$ cat src/rtl/ram_port_arbiter_pkg.sv
// Shared types and constants for the parameter-RAM port arbiter.
// Pure declarations: no timing, no flow control.
package ram_arb_pkg;

  localparam int ARB_ADDR_W = 7;
  localparam int ARB_DATA_W = 32;

  typedef enum logic [1:0] {
    IDLE,
    ACCESS,
    WAIT,
    DONE
  } arb_state_t;

  // Width of an index into n items, never less than one bit.
  function automatic int arb_clog2(input int n);
    int r;
    r = 1;
    for (int i = 1; i < 16; i++) begin
      if ((1 << i) < n) r = i + 1;
    end
    return r;
  endfunction

endpackage

$ cat src/rtl/ram_port_arbiter_if.sv
// Requester and RAM-side bundle of the parameter-RAM arbiter.
// master = requesters plus RAM model; slave = the arbiter itself.
interface ram_port_arbiter_if
  import ram_arb_pkg::*;
#(
  parameter int N_REQ  = 3,
  parameter int ADDR_W = ARB_ADDR_W,
  parameter int DATA_W = ARB_DATA_W
) ();

  localparam int GW = arb_clog2(N_REQ);

  logic [N_REQ-1:0]        req;
  logic [N_REQ-1:0]        we;
  logic [N_REQ*ADDR_W-1:0] addr;
  logic [N_REQ*DATA_W-1:0] wdata;
  logic [N_REQ-1:0]        ack;
  logic [DATA_W-1:0]       rdata;
  logic [GW-1:0]           grant_id;
  logic                    busy;
  logic [ADDR_W-1:0]       ram_addr;
  logic [DATA_W-1:0]       ram_wdata;
  logic                    ram_we;
  logic [DATA_W-1:0]       ram_rdata;

  modport master (
    output req, we, addr, wdata, ram_rdata,
    input  ack, rdata, grant_id, busy, ram_addr, ram_wdata, ram_we
  );

  modport slave (
    input  req, we, addr, wdata, ram_rdata,
    output ack, rdata, grant_id, busy, ram_addr, ram_wdata, ram_we
  );

endinterface

$ cat src/rtl/ram_port_arbiter_rr_select.sv
// Combinational winner pick: round-robin after last_grant, or lowest index with ARB_FIXED_PRIO_EN.
// Zero latency; win_vld low when nothing requests.
module rr_select
  import ram_arb_pkg::*;
#(
  parameter int N_REQ = 3,
  parameter int GW    = arb_clog2(N_REQ)
) (
  input  logic [N_REQ-1:0] req,
  input  logic [GW-1:0]    last_grant,
  output logic [GW-1:0]    win_id,
  output logic             win_vld
);

  always_comb begin
    win_id  = '0;
    win_vld = 1'b0;
`ifdef ARB_FIXED_PRIO_EN
    for (int i = N_REQ - 1; i >= 0; i--) begin
      if (req[i]) begin
        win_id  = GW'(i);
        win_vld = 1'b1;
      end
    end
`else
    // Wrapped group first, then the group above last_grant overrides it.
    for (int i = N_REQ - 1; i >= 0; i--) begin
      if (req[i] && (GW'(i) <= last_grant)) begin
        win_id  = GW'(i);
        win_vld = 1'b1;
      end
    end
    for (int i = N_REQ - 1; i >= 0; i--) begin
      if (req[i] && (GW'(i) > last_grant)) begin
        win_id  = GW'(i);
        win_vld = 1'b1;
      end
    end
`endif
  end

endmodule

$ cat src/rtl/ram_port_arbiter.sv
// Single-port RAM arbiter for N req/ack requesters; ARB_FIXED_PRIO_EN selects fixed priority over round-robin.
// Latency req->ack: write 2, read 2+RD_LAT cycles; losers hold req and wait, nothing is dropped.
module ram_port_arbiter
  import ram_arb_pkg::*;
#(
  parameter int N_REQ  = 3,
  parameter int ADDR_W = ARB_ADDR_W,
  parameter int DATA_W = ARB_DATA_W,
  parameter int RD_LAT = 1
) (
  input  logic               clk,
  input  logic               rst,
  ram_port_arbiter_if.slave  bus
);

  localparam int GW = arb_clog2(N_REQ);
  localparam int CW = (RD_LAT > 1) ? arb_clog2(RD_LAT) : 1;

  arb_state_t        state_q, state_nxt;
  logic [ADDR_W-1:0] ram_addr_q, ram_addr_nxt;
  logic [DATA_W-1:0] ram_wdata_q, ram_wdata_nxt;
  logic              ram_we_q, ram_we_nxt;
  logic              we_q, we_nxt;
  logic [CW-1:0]     wait_q, wait_nxt;
  logic [DATA_W-1:0] rdata_q, rdata_nxt;
  logic [N_REQ-1:0]  ack_q, ack_nxt;
  logic [GW-1:0]     grant_q, grant_nxt;
  logic [GW-1:0]     last_q, last_nxt;
  logic              busy_q, busy_nxt;
  logic [GW-1:0]     win_id;
  logic              win_vld;

  rr_select #(.N_REQ(N_REQ), .GW(GW)) u_sel (
    .req        (bus.req),
    .last_grant (last_q),
    .win_id     (win_id),
    .win_vld    (win_vld)
  );

  always_ff @(posedge clk) begin
    if (rst) begin
      state_q     <= IDLE;
      ram_addr_q  <= '0;
      ram_wdata_q <= '0;
      ram_we_q    <= 1'b0;
      we_q        <= 1'b0;
      wait_q      <= '0;
      rdata_q     <= '0;
      ack_q       <= '0;
      grant_q     <= '0;
      last_q      <= GW'(N_REQ - 1);
      busy_q      <= 1'b0;
    end else begin
      state_q     <= state_nxt;
      ram_addr_q  <= ram_addr_nxt;
      ram_wdata_q <= ram_wdata_nxt;
      ram_we_q    <= ram_we_nxt;
      we_q        <= we_nxt;
      wait_q      <= wait_nxt;
      rdata_q     <= rdata_nxt;
      ack_q       <= ack_nxt;
      grant_q     <= grant_nxt;
      last_q      <= last_nxt;
      busy_q      <= busy_nxt;
    end
  end

  // Every output is a register, so each *_nxt describes the value for the next state.
  always_comb begin
    state_nxt     = state_q;
    ram_addr_nxt  = ram_addr_q;
    ram_wdata_nxt = ram_wdata_q;
    ram_we_nxt    = 1'b0;
    we_nxt        = we_q;
    wait_nxt      = wait_q;
    rdata_nxt     = rdata_q;
    ack_nxt       = '0;
    grant_nxt     = grant_q;
    last_nxt      = last_q;
    case (state_q)
      IDLE: begin
        if (win_vld) begin
          ram_addr_nxt  = bus.addr[int'(win_id)*ADDR_W +: ADDR_W];
          ram_wdata_nxt = bus.wdata[int'(win_id)*DATA_W +: DATA_W];
          we_nxt        = bus.we[win_id];
          ram_we_nxt    = bus.we[win_id];
          grant_nxt     = win_id;
          state_nxt     = ACCESS;
        end
      end
      ACCESS: begin
        if (we_q) begin
          ack_nxt[grant_q] = 1'b1;
          state_nxt        = DONE;
        end else begin
          wait_nxt  = CW'(RD_LAT - 1);
          state_nxt = WAIT;
        end
      end
      WAIT: begin
        if (wait_q == '0) begin
          rdata_nxt        = bus.ram_rdata;
          ack_nxt[grant_q] = 1'b1;
          state_nxt        = DONE;
        end else begin
          wait_nxt = wait_q - CW'(1);
        end
      end
      DONE: begin
        last_nxt  = grant_q;
        state_nxt = IDLE;
      end
      default: state_nxt = IDLE;
    endcase
    busy_nxt = (state_nxt != IDLE);
  end

  assign bus.ram_addr  = ram_addr_q;
  assign bus.ram_wdata = ram_wdata_q;
  assign bus.ram_we    = ram_we_q;
  assign bus.rdata     = rdata_q;
  assign bus.ack       = ack_q;
  assign bus.grant_id  = grant_q;
  assign bus.busy      = busy_q;

endmodule
$ cat src/flat_wrapper.sv
// flat-port wrapper written by rule: the top's interface ports become plain ports
module ram_port_arbiter_flat import ram_arb_pkg::*;
#(
  parameter int N_REQ  = 3,
  parameter int ADDR_W = ARB_ADDR_W,
  parameter int DATA_W = ARB_DATA_W,
  parameter int RD_LAT = 1
)
  (clk, rst, bus_req, bus_we, bus_addr, bus_wdata, bus_ram_rdata, bus_ack, bus_rdata, bus_grant_id, bus_busy, bus_ram_addr, bus_ram_wdata, bus_ram_we);
  ram_port_arbiter_if #(.N_REQ(N_REQ), .ADDR_W(ADDR_W), .DATA_W(DATA_W)) bus_i ();
  input  logic clk;
  input  logic rst;
  input wire logic [$bits(bus_i.req)-1:0] bus_req;
  input wire logic [$bits(bus_i.we)-1:0] bus_we;
  input wire logic [$bits(bus_i.addr)-1:0] bus_addr;
  input wire logic [$bits(bus_i.wdata)-1:0] bus_wdata;
  input wire logic [$bits(bus_i.ram_rdata)-1:0] bus_ram_rdata;
  output wire logic [$bits(bus_i.ack)-1:0] bus_ack;
  output wire logic [$bits(bus_i.rdata)-1:0] bus_rdata;
  output wire logic [$bits(bus_i.grant_id)-1:0] bus_grant_id;
  output wire logic [$bits(bus_i.busy)-1:0] bus_busy;
  output wire logic [$bits(bus_i.ram_addr)-1:0] bus_ram_addr;
  output wire logic [$bits(bus_i.ram_wdata)-1:0] bus_ram_wdata;
  output wire logic [$bits(bus_i.ram_we)-1:0] bus_ram_we;
  assign bus_i.req = bus_req;
  assign bus_i.we = bus_we;
  assign bus_i.addr = bus_addr;
  assign bus_i.wdata = bus_wdata;
  assign bus_i.ram_rdata = bus_ram_rdata;
  assign bus_ack = bus_i.ack;
  assign bus_rdata = bus_i.rdata;
  assign bus_grant_id = bus_i.grant_id;
  assign bus_busy = bus_i.busy;
  assign bus_ram_addr = bus_i.ram_addr;
  assign bus_ram_wdata = bus_i.ram_wdata;
  assign bus_ram_we = bus_i.ram_we;
  ram_port_arbiter #(.N_REQ(N_REQ), .ADDR_W(ADDR_W), .DATA_W(DATA_W), .RD_LAT(RD_LAT)) u_core (.clk(clk), .rst(rst), .bus(bus_i));
endmodule
$ cat config.mk
export PLATFORM = sky130hd
export DESIGN_NAME = ram_port_arbiter_flat
export DESIGN_NICKNAME = d
export VERILOG_FILES = /design/src/rtl/ram_port_arbiter_pkg.sv /design/src/rtl/ram_port_arbiter_if.sv /design/src/rtl/ram_port_arbiter_rr_select.sv /design/src/rtl/ram_port_arbiter.sv /design/src/flat_wrapper.sv
export SDC_FILE = /design/constraint.sdc
export NUM_CORES = 1
export LEC_CHECK = 0
export CORE_ASPECT_RATIO = 0.75
export CORE_MARGIN = 2
export CORE_UTILIZATION = 35
export DETAILED_ROUTE_END_ITERATION = 6
export PLACE_DENSITY_LB_ADDON = 0.3
export SYNTH_ARGS = -nofsm -noshare
export SYNTH_HDL_FRONTEND = slang
export SYNTH_SLANG_ARGS = --single-unit
$ cat constraint.sdc
create_clock -name clk -period 2.6 [get_ports clk]
set_input_delay 0.26 -clock clk [delete_from_list [all_inputs] [get_ports clk]]
set_output_delay 0.26 -clock clk [all_outputs]
set_load 0.005 [all_outputs]
* Word-level counts from Yosys, hierarchy flattened *
Index checks and enable logic that the tools add are counted.

cells by class
  add/subtract/negate cells = 1
  multiply operators = 1
  magnitude comparators = 9
  equality and inequality tests = 4
  shifts and indexed selects = 2
  multiplexer cells = 26
  bitwise gates (word level) = 3
  reductions and logical operators = 14

operators by type and width
  cell                   count
  $shiftx A96 B8 Y32     1
  $shiftx A21 B32 Y7     1
  $mux W2                8
  $mux W1                11
  $pmux W2 S4            1
  $logic_and A1 B1 Y1    7
  $lt A2 B3 Y1 const B   2
  $mux W3                2
  $pmux W3 S2            1
  $reduce_and A2 Y1      3
  $mul A2 B3 Y5 const B  1
  $eq A2 B2 Y1 const B   2
  $gt A1 B2 Y1 const A   2
  $le A1 B2 Y1 const A   2
  $reduce_bool A2 Y1     2
  $not A1 Y1             3
  $reduce_or A3 Y1       1
  $bmux W1 S2            1
  $demux W1 S2           1
  $eq A2 B1 Y1 const B   1
  $ge A2 B1 Y1 const B   1
  $gt A2 B2 Y1 const A   1
  $le A2 B2 Y1 const A   1
  $logic_not A2 Y1       1
  other kinds (3)        3

word-level totals
  register bits = 84
  bits of input ports = 157
  output and inout port bits = 78
  word-level logic and storage cells = 71

* Longest topological paths before layout *
Gate-level depths: netlist (run 1).

  depth in word-level cells = 11
  gate-level depth with buffers = 9
  gate-level depth less buffers = 6

* Cells and area by module *
A second synthesis (run 1) with hierarchy kept.

second synthesis, totals
  cells, all modules = 367
  area total of the unflattened synthesis = 3677.3 um^2

modules (own cells, without submodules)
  module            instances  cells an instance  area each (um^2)  seq. area each (um^2)
  ram_port_arbiter  1          359                3627.2            1661.6
  rr_select         1          8                  50.0              0.0

* Worst setup path after synthesis (run 1) *
OpenSTA, ideal clock, no wires.

  kind = reg-to-reg
  from = register u_core.state_q[0]
  to = register u_core.ram_wdata_q[10], in the netlist u_core.bus.ram_wdata[10]
  setup time = 0.122 ns
  data arrival time = 1.378 ns
  required time = 2.478 ns
  path slack = 1.100 ns
  cell stages (with the launch flop) = 9
  path buffers = 2
  clock period less this slack = 1.500 ns
  cells stage by stage = dfxtp_1 -> inv_1 -> ha_1 -> o31a_4 -> nor2b_4 -> buf_6 -> buf_2 -> a32oi_1 -> o21ai_1

between the ends
  word-level cells in the longest chain between the ends = 2

ends and longest elaborated chain
  element                             line                    RTL
  start, declared                     ram_port_arbiter.sv:19  arb_state_t state_q, state_nxt;
  start signal, assigned              ram_port_arbiter.sv:54  state_q <= state_nxt;
  $logic_not A2 Y1                    ram_port_arbiter.sv:80  case (state_q)
  $reduce_and A2 Y1 (no source line)  -
  end signal, assigned                ram_port_arbiter.sv:56  ram_wdata_q <= ram_wdata_nxt;
  end, declared                       ram_port_arbiter.sv:21  logic [DATA_W-1:0] ram_wdata_q, ram_wdata_nxt;

No other way between the ends.
A chain may end at the register's enable or synchronous reset.

* Final worst setup path (run 1) *
  from = register u_core.state_q[0]
  to = register u_core.ram_wdata_q[15], in the netlist u_core.bus.ram_wdata[15]

The elaborated chain is that of the path after synthesis.

==> impl_metrics.yaml, run 1 <==
status:
  status: "complete, no violations"
finish:
  drive_gt1_frac: 0.0579
  fin_util: 0.642
  nNetsFinal: 727
  multi_input_area_um2: 1740
  antennaDiodeCount: 0
  nFillCells: 814
  syn_to_final_growth_pct: 76.0
  seq_area_um2: 1660
detailed_routing:
  dr.pass1.iters: 5
  detail_route.iter0.violations: 105
  viasPerCell: 5.03
  ant_nets: 0
  wl_per_cell_um: 16.6
  vias: 3530
  drc: 0
  wirelength_mm: 11.7
critical_path:
  crit_arrival_ns: 2.39
  cp-start-kind: "flop"
  cp_max_fo: 39
  cp-end-kind: "flop"
  path_class: "flop to flop"
  cp.required_ns: 2.84
pwr:
  power.switching_mw: 1.56
  leakage_nw: 2.45
  p_comb_frac: 0.392
  switching_share: 0.303
  power_density_nw_per_um2: 815
  ir_worst_vdd_uv: 392
  clkPwrFrac: 0.255
  seqPwrFrac: 0.353
  p_int_mw: 3.58
synth:
  synthCells: 341
  avgSynthCellArea_um2: 10.5
  synth.area.top_cells: "dfxtp_1 (46%), mux2i_1 (20%), a32oi_1 (9.8%)"
  syn_area_um2: 3580
  synth_cell_types: 33
  ys_seq_area_frac: 0.464
  yosysTopAreaCell: "dfxtp_1"
  syn_nets: 503
  ys_ff_latch: 83
  synth_top_area_frac: 0.464
  yosysWarnings: 0
sta:
  slew_viol_final: 0
  final_hold_viol_count: 0
  final-setup-viol-count: 0
  slew_headroom: 0.374
  fin_crit_ns: 2.15
  fmax_mhz: 466
  holdWs_ns: 0.451
  finalCritPeriodShare: 0.826
  worst_pin_slew_ns: 0.934
  rsz0062_at_grt: "false"
  skew_ns: 0.00802
hold_path:
  holdCritPathClass: "flop to flop"
floorplan:
  die_width_um: 121
  initial_utilization: 0.365
  core_area_um2: 9810
  die_y_um: 91.6
  dieArea_um2: 11100
  io_pins: 235
  rows: 31
clock_tree:
  insertion_delay_ns: 0.33
  cts_tree: "built"
  post-cts-setup-buffer-count: 0
  cts.htree.levels: 3
  cts.sinks: 83
  clockBufferDepth: 2
  root_buffer: "clkbuf_16"
  path_clk_slew_ns: 0.06
  cts_buffers: 9
global_routing:
  grt_pass1_vias: 3494
  grtUsageTotal: 0.204
  grt_max_degree: 42
  antenna_found_initial: 0
  grt_pass1_wl_mm: 17.8
  grt_remaining_overflow: 0
placed_design:
  portBuffers: 234
  gp_congestion: 0.775
  hpwlAfterDp_mm: 8.54
run:
  drv_cap: 0
layer usage:
metal,vias to the layer above,global-route usage,share of wire
met2,145,0.361,0.51
met1,1646,0.236,0.39
li1,1721,-,-
met4,0,0.0707,0.014
met3,18,0.0572,0.083
met5,-,0,0
critical path: stages (launching register included):
cell and delay, ns:
dfxtp_1 0.33, inv_1 0.13, ha_1 0.20, o31a_4 0.20, nor2b_4 0.55, nand2_4 0.35, o21ai_0 0.29
state kept, by name, indices dropped and copies added, names as in the netlist, 2 cells and up:
| signal | count |
|---|---|
| u_core.bus.ram_wdata | 32 |
| u_core.bus.rdata | 32 |
| u_core.bus.ram_addr | 7 |
| u_core.bus.ack | 3 |
| u_core.bus.grant_id | 2 |
| u_core.last_q | 2 |
| u_core.state_q | 2 |
through the flow:
step           total power [mW]  cell area (um2)  setup slack, ns  std cells  TNS (ns)
3_5_place_dp               3.84             5970           -0.387        685    -12.48
2_1_floorplan              2.80             3580             1.10        341         0
5_1_grt                    5.43             6300            0.261        702         0
3_3_place_gp               3.76             5970           -0.254        685     -9.15
6_report                   5.14             6300            0.453        702         0
4_1_cts                    5.19             6290            0.198        702         0
cell usage after synthesis:
library cell and count:
a21oi_1 3, nand2_2 1, o21ai_1 13, a22o_1 1, clkbuf_2 2, buf_2 5
and2b_2 1, buf_1 3, nor2b_4 1, or2_2 1, mux2_2 1, o31a_4 1
a2bb2oi_4 1, a211o_1 1, nor2_1 39, a311oi_1 1, nand2b_1 2, ha_1 5
dfxtp_1 83, clkbuf_1 9, nor3_1 3, a32oi_1 40, buf_6 9, nand2_1 2
nand3b_1 2, mux2i_1 73, a22oi_1 1, buf_4 1, nor3b_1 1, a21o_1 1
nor2b_1 2, inv_1 3, o21ai_0 29
cells by family (layout without fill, tap and decap cells):
kind of cell / after synthesis / after routing / synth area share
buffers and inverters: 32 / 260 / 0.0559
adders and majority gates: 5 / 5 / 0.0175
AOI/OAI and AO/OA: 92 / 92 / 0.185
muxes: 74 / 74 / 0.207
DFF: 83 / 83 / 0.464
and+or+nand+nor: 55 / 56 / 0.0703
power groups by stage:
| stage | clock (mW) | combinational, mW | sequential (mW) |
|---|---|---|---|
| floorplan | 0 | 0.959 | 1.84 |
| global placement | 0 | 1.95 | 1.81 |
| detailed placement | 0 | 2.01 | 1.83 |
| CTS | 1.35 | 2.03 | 1.81 |
| global route | 1.40 | 2.18 | 1.85 |
| finish | 1.31 | 2.02 | 1.81 |
cell type report:
type / instances / share of cell area
clock buffers: 11 / 0.0401
clock inverters: 5 / 0.00973
inverters: 3 / 0.00179
multi-input cells: 227 / 0.276
flip-flops and latches: 83 / 0.264
well taps: 132 / 0.0262
repair buffers: 241 / 0.382
final timing paths:
| kind | start | slack [ns] | to | cells past startpoint |
|---|---|---|---|---|
| setup reg to reg | u_core.state_q[0] | 0.45 | u_core.bus.ram_wdata[15] | 6 |
| setup / recovery | u_core.state_q[0] | 0.45 | u_core.bus.ram_wdata[15] | 6 |
| hold / removal | u_core.bus.ram_wdata[14] | 0.45 | u_core.bus.ram_wdata[14] | 2 |
| hold reg to reg | u_core.bus.ram_wdata[14] | 0.45 | u_core.bus.ram_wdata[14] | 2 |
cell usage in the layout (no fill, tap or decap), drive strengths merged:
cell / count
nor3b: 1
dfxtp: 83
nor2b: 4
clkinv: 4
nor3: 3
ha: 5
o31a: 1
nand2b: 2
mux2i: 73
mux2: 1
nand3b: 2
a32oi: 40
nand2: 3
a22o: 1
and2b: 1
a311oi: 1
bufinv: 1
buf: 7
clkdlybuf4s50: 234
a211o: 1
o21ai: 42
inv: 3
a2bb2oi: 1
a21o: 1
clkbuf: 11
a22oi: 1
nor2: 39
a21oi: 3
or2: 1
repair_timing:
| item | in CTS | in global routing |
|---|---|---|
| endpoints found under the setup margin | 39 | 1 |
| cloned | 1 | 0 |
| hold buffers | 0 | 0 |
| gates resized for setup | 0 | 1 |
Note: power is estimated with default switching activity, not from simulation.
==> run 2, diff against run 1 <==
--- a/config.mk
+++ b/config.mk
@@ -7,7 +7,7 @@
 export LEC_CHECK = 0
 export CORE_ASPECT_RATIO = 0.75
 export CORE_MARGIN = 2
-export CORE_UTILIZATION = 35
+export CORE_UTILIZATION = 33
 export DETAILED_ROUTE_END_ITERATION = 6
 export PLACE_DENSITY_LB_ADDON = 0.3
 export SYNTH_ARGS = -nofsm -noshare
==> constraint.sdc (replaced) <==
create_clock -name clk -period 1.8 [get_ports clk]
set_input_delay 0.18 -clock clk [delete_from_list [all_inputs] [get_ports clk]]
set_output_delay 0.18 -clock clk [all_outputs]
set_load 0.005 [all_outputs]
==> run 2 against run 1 <==
Hold slack better by 0.0018 ns. Maximum frequency is 36% higher. Critical path depth is 1 higher. Final area is 1.5% higher. Largest power group unchanged.
==> impl_metrics.yaml, run 2 (synthesis gave the netlist of run 1 again) <==
floorplan:
  io_pins: 235
  die_width_um: 124
  initial_utilization: 0.344
  rows: 32
  die_y_um: 94.2
  dieArea_um2: 11700
  core_area_um2: 10400
pwr:
  ir_worst_vdd_uv: 567
  seqPwrFrac: 0.347
  power_density_nw_per_um2: 1180
  leakage_nw: 2.49
  clkPwrFrac: 0.249
  totalPowerFinal_mw: 7.53
  p_int_mw: 5.35
  switching_share: 0.290
  p_comb_frac: 0.404
  power.switching_mw: 2.18
finish:
  fin_cells: 711
  antennaDiodeCount: 0
  drive_gt1_frac: 0.0626
  final_cell_mix: "clkdlybuf4s50_1 (234), dfxtp_1 (83), mux2i_1 (73)"
  nNetsFinal: 734
  fin_util: 0.615
  syn_to_final_growth_pct: 78.8
  final_common_cell: "clkdlybuf4s50_1"
detailed_routing:
  viasPerCell: 4.94
  detail_route.iter0.violations: 120
  wirelength_mm: 11.4
  vias: 3509
  wl_per_cell_um: 16.1
  drc: 0
  ant_nets: 0
  dr.pass1.iters: 4
placed_design:
  hpwlAfterDp_mm: 8.71
  dp_slack_ns: -0.0932
  dp_cells: 697
  portBuffers: 234
  gp_congestion: 0.806
sta:
  slew_viol_final: 0
  skew_ns: 0.00302
  fin_crit_ns: 1.58
  final_hold_viol_count: 0
  slew_headroom: 0.775
  final-setup-viol-count: 0
  worst_pin_slew_ns: 0.337
  fmax_mhz: 632
  finalCritPeriodShare: 0.879
  rsz0062_at_grt: "false"
  holdWs_ns: 0.452
  postLayoutSetupSlackWorst_ns: 0.217
global_routing:
  grt_pass1_wl_mm: 17.7
  grt_pass1_vias: 3620
  grtUsageTotal: 0.188
  grt_remaining_overflow: 0
  grt_max_degree: 41
  antenna_found_initial: 0
critical_path:
  cp_slowest_cell: "dfxtp_1"
  cp-end-kind: "flop"
  slowest_delay_ns: 0.37
  path_buf_inv: 2
  rrSetupSlack_ns: 0.22
  crit_path_cell_trace: "inv_1, ha_1, o31a_4, nor2b_4, buf_12, a32oi_1, o21ai_0"
  cp.required_ns: 2.01
  cp_max_fo: 32
  crit_arrival_ns: 1.79
  path_class: "flop to flop"
  cp-start-kind: "flop"
  crit_family: "compound AO/OA/AOI/OAI gates"
clock_tree:
  post-cts-setup-buffer-count: 0
  insertion_delay_ns: 0.33
  root_buffer: "clkbuf_16"
  ctsHoldBuffers: 0
  path_clk_slew_ns: 0.06
  cts_buffers: 9
  cts.sinks: 83
  clockBufferDepth: 2
  cts_resized: 0
  cts.htree.levels: 3
  cts_tree: "built"
status:
  status: "complete, no violations"
hold_path:
  holdCritPathClass: "flop to flop"
run:
  drv_cap: 0
run 2: per-stage QoR:
step                TNS (ns)  cell area [um2]
floorplan                  0             3580
detailed placement     -1.44             6100
CTS                        0             6400
finish                     0             6400
global route               0             6400
global placement     -0.0874             6100
run 2: path summary, 6_finish.rpt:
path                                               start                        to  cells past startpoint
worst max register to register         u_core.state_q[0]  u_core.bus.ram_wdata[15]                      7
worst min-delay path            u_core.bus.ram_wdata[14]  u_core.bus.ram_wdata[14]                      2
worst min register to register  u_core.bus.ram_wdata[14]  u_core.bus.ram_wdata[14]                      2
worst max-delay path                   u_core.state_q[0]  u_core.bus.ram_wdata[15]                      7
run 2: area by class of cell:
class | count | area, um2
inverter | 3 | 11.3
sequential | 83 | 1660
fill | 855 | 4010
multi-input combinational | 226 | 1730
clock buffer | 11 | 233
timing repair buffer | 249 | 2530
tap | 136 | 170
clock inverter | 3 | 65.1
run 2: layer usage:
| metal | routed length [um] | vias to the layer above | track usage |
|---|---|---|---|
| li1 | - | 1724 | - |
| met1 | 4760 | 1615 | 0.216 |
| met2 | 5600 | 148 | 0.331 |
| met3 | 855 | 22 | 0.0592 |
| met4 | 240 | 0 | 0.0684 |
| met5 | 0 | - | 0 |
run 2: power groups by stage:
stage	sequential (mW)	clock [mW]	combinational [mW]
after floorplan	2.66	0	1.38
after global placement	2.63	0	3.02
after detailed placement	2.64	0	3.08
after CTS	2.62	1.93	3.09
after global routing	2.67	2.00	3.31
final	2.61	1.88	3.04
run 2: worst reg2reg max path, cell delays in order, from the launching register on:
cell and delay (ns):
dfxtp_1 0.37, inv_1 0.11, ha_1 0.23, o31a_4 0.11
nor2b_4 0.14, buf_12 0.18, a32oi_1 0.21, o21ai_0 0.11
==> run 3, diff against run 2 <==
--- a/config.mk
+++ b/config.mk
@@ -12,4 +12,5 @@
 export PLACE_DENSITY_LB_ADDON = 0.3
 export SYNTH_ARGS = -nofsm -noshare
 export SYNTH_HDL_FRONTEND = slang
+export SYNTH_HIERARCHICAL = 1
 export SYNTH_SLANG_ARGS = --single-unit
==> run 3 against run 2 <==
Utilization decreased by 1.4 points. Final cell count increased by 4.8%. Hold slack got worse by 0.20 ns.
==> impl_metrics.yaml, run 3 <==
critical_path:
  slowest_delay_ns: 0.48
  crit_path_start: "bus_req[2]"
  cp-start-kind: "input pin"
  cp_slowest_cell: "clkdlybuf4s50_1"
  crit_family: "buffers and inverters"
  rrSetupSlack_ns: 0.13
  crit_end: "u_core/bus.ram_wdata[13]"
  crit_arrival_ns: 1.90
  reg2regPathDepth: 7
  reg2reg_to: "u_core/bus.ram_wdata[13]"
  path_buf_inv: 3
  crit_cells: 8
  crit_path_cell_trace: "clkdlybuf4s50_1, nor2b_2, a22o_1, buf_4, nand4bb_1, buf_12, nor2_1, a221o_1"
  cp_max_fo: 14
  rr_startpoint: "u_core/last_q[1]"
  cp-end-kind: "flop"
  cp.required_ns: 2.01
  path_class: "input pin to flop"
finish:
  final_cell_mix: "clkdlybuf4s50_1 (233), dfxtp_1 (83), nor2_1 (76)"
  final_common_cell: "clkdlybuf4s50_1"
  nNetsFinal: 762
  postLayoutCellArea_um2: 6540
  antennaDiodeCount: 0
  drive_gt1_frac: 0.0727
  syn_to_final_growth_pct: 77.9
floorplan:
  die_y_um: 95.4
  initial_utilization: 0.337
  dieArea_um2: 12000
  rows: 33
  die_width_um: 126
  core_area_um2: 10900
  io_pins: 235
hold_path:
  holdCritPathClass: "input pin to flop"
pwr:
  totalPowerFinal_mw: 8.09
  power_density_nw_per_um2: 1240
  switching_share: 0.320
  clkPwrFrac: 0.209
  seqPwrFrac: 0.339
  ir_worst_vdd_uv: 594
  power.switching_mw: 2.59
  p_comb_frac: 0.452
  leakage_nw: 2.49
  p_int_mw: 5.50
clock_tree:
  cts_buffers: 9
  ctsHoldBuffers: 0
  path_clk_slew_ns: 0.06
  root_buffer: "clkbuf_16"
  cts_tree: "built"
  cts.sinks: 83
  cts.htree.levels: 3
  insertion_delay_ns: 0.33
  clockBufferDepth: 2
sta:
  holdWs_ns: 0.255
  skew_ns: 0.00607
  slew_viol_final: 0
  fin_crit_ns: 1.69
  rsz0062_at_grt: "false"
  slew_headroom: 0.733
  final-setup-viol-count: 0
  final_hold_viol_count: 0
  worst_pin_slew_ns: 0.400
  fin_tns_setup_ns: 0
  finalCritPeriodShare: 0.941
  fmax_mhz: 590
  postLayoutSetupSlackWorst_ns: 0.106
detailed_routing:
  wirelength_mm: 11.4
  vias: 3550
  dr.pass1.iters: 4
  viasPerCell: 4.77
  detail_route.iter0.violations: 162
  ant_nets: 0
  wl_per_cell_um: 15.3
  drc: 0
synth:
  synth-edff-count: 0
  ys_seq_area_frac: 0.452
  ys_ff_latch: 83
  async_flop_share: 0
  synthTopCellsByCount: "dfxtp_1 (83), nor2_1 (76), mux2i_1 (73)"
  synth_top_area_frac: 0.452
  synthCells: 367
  synth-xor-area-share: 0
  synth_ff_type: "dfxtp_1"
  synth_cell_types: 30
  synth_most_common_cell: "dfxtp_1"
  avgSynthCellArea_um2: 10.0
  syn_area_um2: 3680
  synthAdderAreaFrac: 0.0170
  syn_nets: 529
  synth.area.top_cells: "dfxtp_1 (45%), mux2i_1 (20%), nor2_1 (7.8%)"
  yosysWarnings: 6
  yosys.area_share.simple: 0.118
  synth-compound-area-share: 0.166
  synth_mux_area_frac: 0.199
  synth_top_family_by_area: "multiplexers"
  yosysTopAreaCell: "dfxtp_1"
global_routing:
  grt_pass1_vias: 3663
  grtUsageTotal: 0.189
  grt_remaining_overflow: 0
  grt_max_degree: 54
  grt_pass1_wl_mm: 18.2
  antenna_found_initial: 0
placed_design:
  gp_congestion: 0.759
  placed_area_um2: 6240
  portBuffers: 234
  dp_slack_ns: -0.373
  hpwlAfterDp_mm: 8.77
run:
  drv_cap: 0
status:
  status: "complete, no violations"
## run 3: cell types whose count changed after synthesis, moves of 14 or more
cell	delta
a211oi_1	+27
a221o_1	+14
a2bb2oi_1	+25
a32oi_1	-40
nor2_1	+37
o21ai_0	-29
## run 3: per-stage QoR
| step | cells | utilization |
|---|---|---|
| floorplan | 367 | - |
| global placement | 728 | 0.572 |
| detailed placement | 728 | 0.572 |
| CTS | 745 | 0.599 |
| global route | 745 | 0.600 |
| finish | 745 | 0.600 |
## run 3: power groups by stage
stage	Clock (mW)	Sequential [mW]	Combinational, mW
after floorplan	0	2.79	1.73
after global routing	1.82	2.82	3.99
after CTS	1.73	2.75	3.69
after detailed placement	0	2.77	3.67
final	1.69	2.74	3.66
after global placement	0	2.75	3.59
## run 3: cell families (layout without fill, tap and decap cells)
kind of cell / count (synthesis) / in the layout
compound gates: 73 / 73
fa+ha+maj: 5 / 5
buf+inv: 35 / 273
flops: 83 / 83
mux: 73 / 73
simple gates: 98 / 98
## run 3: worst reg2reg max path: stages (launching register included)
cell       delay (ns)
dfxtp_1          0.34
nor2b_2          0.20
a22o_1           0.18
buf_4            0.17
nand4bb_1        0.18
buf_12           0.15
nor2_1           0.05
a221o_1          0.28
## run 3: worst min path at each step
stage | slack, ns | from | end | cells after the start
6_report | 0.26 | rst | u_core/bus.rdata[4] | 2
5_1_grt | 0.26 | rst | u_core/bus.rdata[31] | 2
4_1_cts | 0.25 | rst | u_core/bus.rdata[31] | 2
3_5_place_dp | 0.47 | u_core/bus.ram_wdata[1] | u_core/bus.ram_wdata[1] | 1
3_3_place_gp | 0.47 | u_core/bus.ram_wdata[2] | u_core/bus.ram_wdata[2] | 1
2_1_floorplan | 0.32 | bus_wdata[64] | u_core/bus.ram_wdata[0] | 1
## run 3: what timing repair did
item / CTS / global route
setup endpoints to repair: 14 / 41
hold endpoints to repair: 0 / 0
setup buffers: 1 / 0
gates resized for setup: 0 / 3
## run 3: layout make-up
class / instances / area, um2
repair buffers: 253 / 2550
fillers: 937 / 4360
well taps: 140 / 175
flip-flops and latches: 83 / 1660
clock buffers: 9 / 225
multi-input cells: 249 / 1860
clock inverters: 7 / 51.3
inverters: 4 / 15.0
## run 3: routing by layer
| metal | GRT usage | share of wire | vias to the layer above |
|---|---|---|---|
| li1 | - | - | 1797 |
| met1 | 0.227 | 0.44 | 1619 |
| met5 | 0 | 0 | - |
| met3 | 0.0578 | 0.071 | 11 |
| met2 | 0.332 | 0.48 | 123 |
| met4 | 0.0504 | 0.010 | 0 |
